$ cat config.mk
export PLATFORM = sky130hd
export DESIGN_NAME = exc_redirect
export DESIGN_NICKNAME = d
export VERILOG_FILES = /design/src/rtl/exc_redirect.sv
export SDC_FILE = /design/constraint.sdc
export NUM_CORES = 1
export LEC_CHECK = 0
export ABC_CLOCK_PERIOD_IN_PS = 3300
export BUFFER_PORTS_ARGS = -buffer_cell sky130_fd_sc_hd__buf_4
export CAP_MARGIN = 0
export CORE_MARGIN = 2
export CORE_UTILIZATION = 48
export CTS_CLUSTER_SIZE = 16
export DETAILED_ROUTE_END_ITERATION = 10
export GPL_TIMING_DRIVEN = 0
export PLACE_DENSITY = 0.7
export SYNTH_ARGS = -nofsm -noshare
export SYNTH_HDL_FRONTEND = slang
export SYNTH_SLANG_ARGS = --single-unit
export TNS_END_PERCENT = 20
$ cat constraint.sdc
create_clock -name clk -period 3.3 [get_ports clk]
set_input_delay 0.33 -clock clk [delete_from_list [all_inputs] [get_ports clk]]
set_output_delay 0.33 -clock clk [all_outputs]
set_load 0.01 [all_outputs]
$ cat src/rtl/exc_redirect.sv
`default_nettype none
// ============================================================================
//  Module      : exc_redirect
//  Description : Turns commit-stage exception / ERET decisions into a single
//                pipeline flush and a fetch redirect. The redirect is released
//                only after every in-flight instruction read has come back,
//                and those stale responses are marked for discard.
//  Revision    : 1.0 - initial release
// ============================================================================
module exc_redirect #(
  parameter logic [31:0] EXC_VECTOR = 32'hBFC00380,
  parameter int          CNT_W      = 2
) (
  input  logic        clk,
  input  logic        reset,
  input  logic        exc_oc,
  input  logic        eret,
  input  logic [31:0] cp0_epc,
  input  logic        fetch_req_fire,
  input  logic        fetch_resp_fire,
  input  logic        redirect_ready,
  output logic        flush,
  output logic        fetch_hold,
  output logic        drop_resp,
  output logic        redirect_valid,
  output logic [31:0] redirect_pc,
  output logic        busy,
  output logic        cnt_err
);

  typedef enum logic [1:0] {
    ST_IDLE     = 2'd0,
    ST_FLUSH    = 2'd1,
    ST_DRAIN    = 2'd2,
    ST_REDIRECT = 2'd3
  } state_t;

  localparam logic [CNT_W-1:0] CNT_MAX  = {CNT_W{1'b1}};
  localparam logic [CNT_W-1:0] CNT_ZERO = {CNT_W{1'b0}};
  localparam logic [CNT_W-1:0] CNT_ONE  = {{(CNT_W-1){1'b0}}, 1'b1};

  state_t           state_q, state_d;
  logic [CNT_W-1:0] cnt_q, cnt_d;
  logic             cnt_err_q, cnt_err_d;
  logic [31:0]      target_q, target_d;

  logic             flush_q, flush_d;
  logic             fetch_hold_q, fetch_hold_d;
  logic             redirect_valid_q, redirect_valid_d;
  logic [31:0]      redirect_pc_q, redirect_pc_d;
  logic             busy_q, busy_d;

  // Outstanding instruction-read tracking; saturates at both ends and flags misuse.
  always_comb begin
    cnt_d     = cnt_q;
    cnt_err_d = cnt_err_q;
    if (fetch_req_fire && !fetch_resp_fire) begin
      if (cnt_q == CNT_MAX) begin
        cnt_err_d = 1'b1;
      end else begin
        cnt_d = cnt_q + CNT_ONE;
      end
    end else if (!fetch_req_fire && fetch_resp_fire) begin
      if (cnt_q == CNT_ZERO) begin
        cnt_err_d = 1'b1;
      end else begin
        cnt_d = cnt_q - CNT_ONE;
      end
    end
  end

  // Next-state logic; the target is captured only when leaving IDLE so it
  // can never be overwritten by a late event while a redirect is pending.
  always_comb begin
    state_d  = state_q;
    target_d = target_q;
    unique case (state_q)
      ST_IDLE: begin
        if (exc_oc) begin
          target_d = EXC_VECTOR;
          state_d  = ST_FLUSH;
        end else if (eret) begin
          target_d = cp0_epc;
          state_d  = ST_FLUSH;
        end
      end
      ST_FLUSH: begin
        // Decision uses the post-update count so a response in this cycle counts.
        state_d = (cnt_d != CNT_ZERO) ? ST_DRAIN : ST_REDIRECT;
      end
      ST_DRAIN: begin
        if (cnt_d == CNT_ZERO) begin
          state_d = ST_REDIRECT;
        end
      end
      ST_REDIRECT: begin
        if (redirect_ready) begin
          state_d = ST_IDLE;
        end
      end
      default: begin
        state_d = ST_IDLE;
      end
    endcase
  end

  // Registered outputs are decoded from the next state so they line up with it.
  always_comb begin
    flush_d          = (state_d == ST_FLUSH);
    fetch_hold_d     = (state_d == ST_FLUSH) || (state_d == ST_DRAIN);
    redirect_valid_d = (state_d == ST_REDIRECT);
    redirect_pc_d    = (state_d == ST_REDIRECT) ? target_d : 32'h0000_0000;
    busy_d           = (state_d != ST_IDLE);
  end

  // State, counter and output registers with synchronous reset.
  always_ff @(posedge clk) begin
    if (reset) begin
      state_q          <= ST_IDLE;
      cnt_q            <= CNT_ZERO;
      cnt_err_q        <= 1'b0;
      target_q         <= 32'h0000_0000;
      flush_q          <= 1'b0;
      fetch_hold_q     <= 1'b0;
      redirect_valid_q <= 1'b0;
      redirect_pc_q    <= 32'h0000_0000;
      busy_q           <= 1'b0;
    end else begin
      state_q          <= state_d;
      cnt_q            <= cnt_d;
      cnt_err_q        <= cnt_err_d;
      target_q         <= target_d;
      flush_q          <= flush_d;
      fetch_hold_q     <= fetch_hold_d;
      redirect_valid_q <= redirect_valid_d;
      redirect_pc_q    <= redirect_pc_d;
      busy_q           <= busy_d;
    end
  end

  // Any response seen while flushing or draining belongs to the killed path.
  assign drop_resp = fetch_resp_fire && ((state_q == ST_FLUSH) || (state_q == ST_DRAIN));

  assign flush          = flush_q;
  assign fetch_hold     = fetch_hold_q;
  assign redirect_valid = redirect_valid_q;
  assign redirect_pc    = redirect_pc_q;
  assign busy           = busy_q;
  assign cnt_err        = cnt_err_q;

endmodule
`default_nettype wire

==> qor.yml, run 1 <==
max_cap_viol_count: 0
finalSetupTns_ns: 0
ctsResizeCount: 0
die_width_um: 83.85
skew_ns: 0.01098
syn-num-nets: 389
final_util_pct: 63.09
grt_max_degree: 13
cts_tree: "built"
power.density_nw_per_um2: 738.2
synth_mux_area_share_pct: 0.3679
yosys-top-cells-area: "dfxtp_1 (48%), a21oi_1 (9.0%), nand2b_1 (8.2%), a21o_1 (4.9%), ha_1 (4.1%)"
cts_made_buffers: 9
synth_common_cells: "dfxtp_1 (73), a21oi_1 (55), nand2b_1 (40)"
fin_nets: 474
die_h_um: 83.85
via_count: 2674
grt_pass1_vias: 2566
yosysMostFrequentCell: "dfxtp_1"
synth-seq-cells: 73
start_util_pct: 49.04
grt_pass1_wl_mm: 11.96
ys_types: 33
die_area_um2: 7031
synth_flop_cell: "dfxtp_1"
ir_worst_vdd_uv: 403.2
p_sw_mw: 0.9715
critPathRequiredTime_ns: 3.53
fmax_mhz: 391.1
fin_crit_ns: 2.557
synth-simple-area-share_pct: 25.31
cts_htree_levels: 3
synth_fa_ha_area_share_pct: 4.088
rsz0062_at_grt: "no"
yosysWarnings: 0
root_buffer: "clkbuf_8"
slowest_delay_ns: 0.43
row_count: 29
synth_edf_count: 0
ios: 77
areaGrowthSynthToFinish_pct: 28.66
syn_area_per_cell_um2: 9.001
synth-xor-area-share_pct: 0
crit_family: "buffers and inverters"
clock_sinks: 73
ctsHoldBuffers: 0
critPathKind: "reg2reg"
tightestPinTransition_ns: 0.6080
drc: 0
drt-wirelength-per-cell_um: 13.94
leakage_nw: 1.616
worstSetupStartpointType: "flip-flop"
drtIter0Drc: 155
hpwl_mm: 4.800
status: "complete, no violations"
path_cells: "inv_1 > ha_1 > buf_2 > o311ai_1 > a31oi_1 > ha_1 > nand2b_1 > clkbuf_1 > buf_2 > nor3_1"
syn_inst: 340
cellInternalPower_mw: 1.935
via_per_inst: 5.274
finalSetupViolCount: 0
diodes: 0
drtPass1Iterations: 4
pwr-share-clk_pct: 26.2
finalHoldViolCount: 0
synth_area_um2: 3060
worstSetupEndpointType: "flip-flop"
wirelength_mm: 7.067
synth_top_cell_by_area: "dfxtp_1"
cp_max_fo: 10
slowest_stage: "o311ai_1"
fin_crit_sh_pct: 77.48
grt_antenna_before_repair: 0
nFillCells: 558
port_buffers: 74
core_area_um2: 6241
clkTransAtPathRegs_ns: 0.08
crit_buf_inv: 4
gp_congestion: 0.8009
critical_path_arrival_ns: 2.78
synth.top_cell.area_share_pct: 47.75
async_flop_share_pct: 0
power_frac_seq_pct: 38.0
max-slew-margin-rel_pct: 59.46
postRouteAntennaNets: 0
slew_viol_final: 0
p_comb_share_pct: 35.7
p_sw_share_pct: 33.42
cts_buffer_depth: 2
synth_compound_area_share_pct: 17.42
power_mw: 2.907
cts_setup_buffers: 0
min_path_type: "in2reg"
synth.yosys.seq_area_share_pct: 47.75
grt_use_total_pct: 21.14
synth_top_family_by_area: "simple AND/OR/NAND/NOR gates"
clk_latency_ns: 0.35
drive_gt1_share_pct: 28.14
overflow: 0
hold_ws_ns: 0.3280
[flip-flops by register name, indices dropped and copies added (netlist names)]
| signal | count |
|---|---|
| busy | 1 |
| state_q | 2 |
| redirect_pc | 32 |
| cnt_err | 1 |
| flush | 1 |
| cnt_q | 2 |
| target_q | 32 |
| redirect_valid | 1 |
| fetch_hold | 1 |
[final timing paths]
check,start,endpoint,slack (ns),depth (start not counted)
setup reg to reg,state_q[0],redirect_pc[28],0.74,10
hold reg to reg,target_q[14],redirect_pc[14],0.48,2
hold / removal,eret,state_q[1],0.33,3
setup / recovery,state_q[0],redirect_pc[28],0.74,10
[layout by cell type, fill, tap and decap left out, drive strengths merged]
cell      synthesis  final
a2111oi           1      1
a211oi            2      2
a21o             20     20
a21oi            56     56
a311oi            1      1
a31o              1      1
a31oi             1      1
and2              1      1
and4b             1      1
buf              14     88
bufinv            0      1
clkbuf           13     26
clkinv            0      1
clkinvlp          0      1
dfxtp            73     73
ha               10     10
inv               6      6
mux2              1      1
nand2b           40     40
nand3            21     21
nand3b           12     12
nor2             16     16
nor2b             4      4
nor3             24     24
o21a              1      1
o21ai             2      2
o21ba             1      1
o311ai            1      1
o32ai             1      1
or2              12     12
or3               3      3
or3b              1      1
[layer usage]
| layer | track usage [%] | vias to the layer above | wire length [um] |
|---|---|---|---|
| li1 | - | 1342 | - |
| met1 | 27.19 | 1240 | 3234 |
| met2 | 33.67 | 78 | 3252 |
| met3 | 5.638 | 14 | 442 |
| met4 | 8.651 | 0 | 137 |
| met5 | 0 | - | 0 |
[worst register-to-register path, cell delays in order (launching register included)]
cell	delay (ns)
dfxtp_1	0.41
inv_1	0.11
ha_1	0.20
buf_2	0.17
o311ai_1	0.43
a31oi_1	0.20
ha_1	0.22
nand2b_1	0.06
clkbuf_1	0.25
buf_2	0.30
nor3_1	0.10
[per-stage QoR]
stage	area (um^2)	instances	worst slack, ns
finish	3938	507	0.7432
global route	3938	507	0.5430
CTS	3938	507	0.7274
detailed placement	3712	491	0.7553
global placement	3712	491	0.7866
floorplan	3060	340	1.121
[power groups by stage]
stage	Sequential, mW	Combinational, mW	Clock (mW)
global route	1.12	1.17	0.816
detailed placement	1.12	1.03	0
CTS	1.11	1.04	0.774
finish	1.11	1.04	0.763
floorplan	1.15	0.677	0
global placement	1.12	1.02	0
[area by class of cell]
| class | count | area [um^2] | share of cell area, % |
|---|---|---|---|
| flip-flops and latches | 73 | 1461 | 37.11 |
| multi-input cells | 234 | 1444 | 36.67 |
| repair buffers | 74 | 555.5 | 14.11 |
| clock buffers | 13 | 178.9 | 4.544 |
| plain buffers | 27 | 132.6 | 3.368 |
| well taps | 77 | 96.34 | 2.447 |
| clock inverters | 3 | 46.29 | 1.176 |
| inverters | 6 | 22.52 | 0.5720 |
[cells by family (layout without fill, tap and decap cells)]
| group | Yosys count | in the layout |
|---|---|---|
| AO/OA/AOI/OAI | 88 | 88 |
| multiplexers | 1 | 1 |
| buffers and inverters | 33 | 123 |
| AND/OR/NAND/NOR | 135 | 135 |
| adder cells (fa/ha/maj) | 10 | 10 |
| flip-flops | 73 | 73 |
No activity file was read; power rests on OpenSTA's default activity.
==> run 2, diff against run 1 <==
ABC_CLOCK_PERIOD_IN_PS = 2500   (was 3300)
clock period = 2.5 ns   (was 3.3 ns; I/O delays follow)
==> qor.yml, run 2 (synthesized netlist as in run 1, its figures left out) <==
worstSetupEndpointType: "flip-flop"
grt_antenna_before_repair: 0  # unchanged
cts_htree_levels: 3  # unchanged
cts_setup_buffers: 0  # unchanged
wirelength_mm: 7.079  # +0.17%
clock_sinks: 73  # unchanged
start_util_pct: 49.04  # unchanged
power_mw: 3.848  # +32%
die_area_um2: 7031  # unchanged
max_cap_viol_count: 0  # unchanged
finalHoldViolCount: 0  # unchanged
fin_nets: 473  # -0.21%
cp_max_fo: 10  # unchanged
critPathRequiredTime_ns: 2.73  # -0.80 ns
finalSetupTns_ns: 0  # unchanged
postRouteAntennaNets: 0  # unchanged
diodes: 0  # unchanged
drive_gt1_share_pct: 28.44  # +0.30 points
root_buffer: "clkbuf_8"
critical_path_arrival_ns: 2.50  # -0.28 ns
overflow: 0  # unchanged
min_path_type: "in2reg"
cts_tree: "built"
drtIter0Drc: 139  # -10%
fin_crit_ns: 2.270  # -0.2873 ns
drt-wirelength-per-cell_um: 13.99  # +0.37%
via_per_inst: 5.237  # -0.70%
hpwl_mm: 4.800  # unchanged
r2r_start: "state_q[0]"
max-slew-margin-rel_pct: 60.14  # +0.68 points
drtPass1Iterations: 4  # unchanged
drc: 0  # unchanged
die_h_um: 83.85  # unchanged
critPathKind: "reg2reg"
startpoint: "state_q[0]"
layout_commonest_cell: "buf_4"
row_count: 29  # unchanged
finish.instance_area_um2: 3944  # +0.16%
clk_latency_ns: 0.35  # about the same
cts_made_buffers: 9  # unchanged
worstSetupStartpointType: "flip-flop"
final_cell_mix: "buf_4 (80), dfxtp_1 (73), a21oi_1 (55)"
final_util_pct: 63.19  # +0.10 points
core_area_um2: 6241  # unchanged
r2r-end: "redirect_pc[7]"
power.density_nw_per_um2: 975.7  # +32%
areaGrowthSynthToFinish_pct: 28.86
grt_pass1_wl_mm: 11.96  # unchanged
dr_wl_met3_um: 422  # -4.5%
die_width_um: 83.85  # unchanged
tightestPinTransition_ns: 0.5979  # -0.01019 ns
port_buffers: 74  # unchanged
clkTransAtPathRegs_ns: 0.08  # about the same
skew_ns: 0.01098  # -0.000005900 ns
leakage_nw: 1.620  # +0.28%
postPlaceCellArea_um2: 3712  # unchanged
reg2reg_depth: 9  # -1
cts_buffer_depth: 2  # unchanged
endpoint: "redirect_pc[7]"
gp_congestion: 0.8009  # unchanged
ios: 77  # unchanged
reg2reg_slack_ns: 0.23  # -0.51 ns
grt_use_total_pct: 21.14  # unchanged
fmax_mhz: 440.6  # +13%
slew_viol_final: 0  # unchanged
rsz0062_at_grt: "no"
top_layer_used: "met4"
fin_crit_sh_pct: 90.78  # +13 points
hold_ws_ns: 0.2458  # -0.08228 ns
wl_met1_mm: 3.271  # +1.1%
ctsHoldBuffers: 0  # unchanged
hold_path_startpoint: "eret"
ir_worst_vdd_uv: 531.3  # +32%
grt_max_degree: 13  # unchanged
via_count: 2650  # -0.90%
wl_met2_mm: 3.247  # -0.15%
finalSetupViolCount: 0  # unchanged
grt_pass1_vias: 2566  # unchanged
status: "complete, no violations"
## run 2: cell count changes in the layout (fill, tap and decap cells not counted), sizes merged
cell	before	now
clkbuf	26	25
## run 2: stage by stage
| step | setup slack [ns] | cells |
|---|---|---|
| floorplan | 0.3206 | 340 |
| global placement | -0.01345 | 491 |
| detailed placement | -0.04469 | 491 |
| CTS | -0.009539 | 507 |
| global route | 0.05046 | 506 |
| finish | 0.2304 | 506 |
## run 2: per-layer routing
| layer | vias to the layer above | global-route usage [%] |
|---|---|---|
| met5 | - | 0 |
| met4 | 0 | 8.651 |
| met3 | 14 | 5.638 |
| met2 | 69 | 33.67 |
| met1 | 1229 | 27.19 |
| li1 | 1338 | - |
## run 2: worst max-delay path, cell delays in order (launching register included)
cell	delay, ns
dfxtp_1	0.41
inv_1	0.10
ha_1	0.19
buf_2	0.17
o311ai_1	0.42
a31oi_1	0.20
ha_1	0.23
nand2b_2	0.14
buf_4	0.21
nor3_1	0.08
## run 2: area by class of cell
| cell class | instances | area [um^2] |
|---|---|---|
| buffer | 26 | 136.4 |
| clock buffer | 13 | 178.9 |
| clock inverter | 3 | 46.29 |
| fill | 561 | 2297 |
| inverter | 6 | 22.52 |
| multi-input combinational | 234 | 1446 |
| sequential | 73 | 1461 |
| tap | 77 | 96.34 |
| timing repair buffer | 74 | 555.5 |
## run 2: where the power goes
part / internal (mW) / switching [mW]
sequential: 1.37 / 0.0903
combinational: 0.624 / 0.755
clock: 0.572 / 0.437
## run 2: repair_timing
item / CTS / global route
endpoints found under the hold margin: 0 / 0
resized for setup: 3 / 1
gates cloned: 0 / 0
setup endpoints to repair: 30 / 30
## run 2: how the worst min path moves through the flow
stage | endpoint | slack, ns | depth (start not counted)
after global placement | target_q[14] | 0.46 | 2
final | state_q[1] | 0.25 | 3
after floorplan | redirect_pc[14] | 0.44 | 2
after CTS | state_q[1] | 0.25 | 3
after global routing | state_q[1] | 0.26 | 3
after detailed placement | redirect_pc[14] | 0.46 | 2
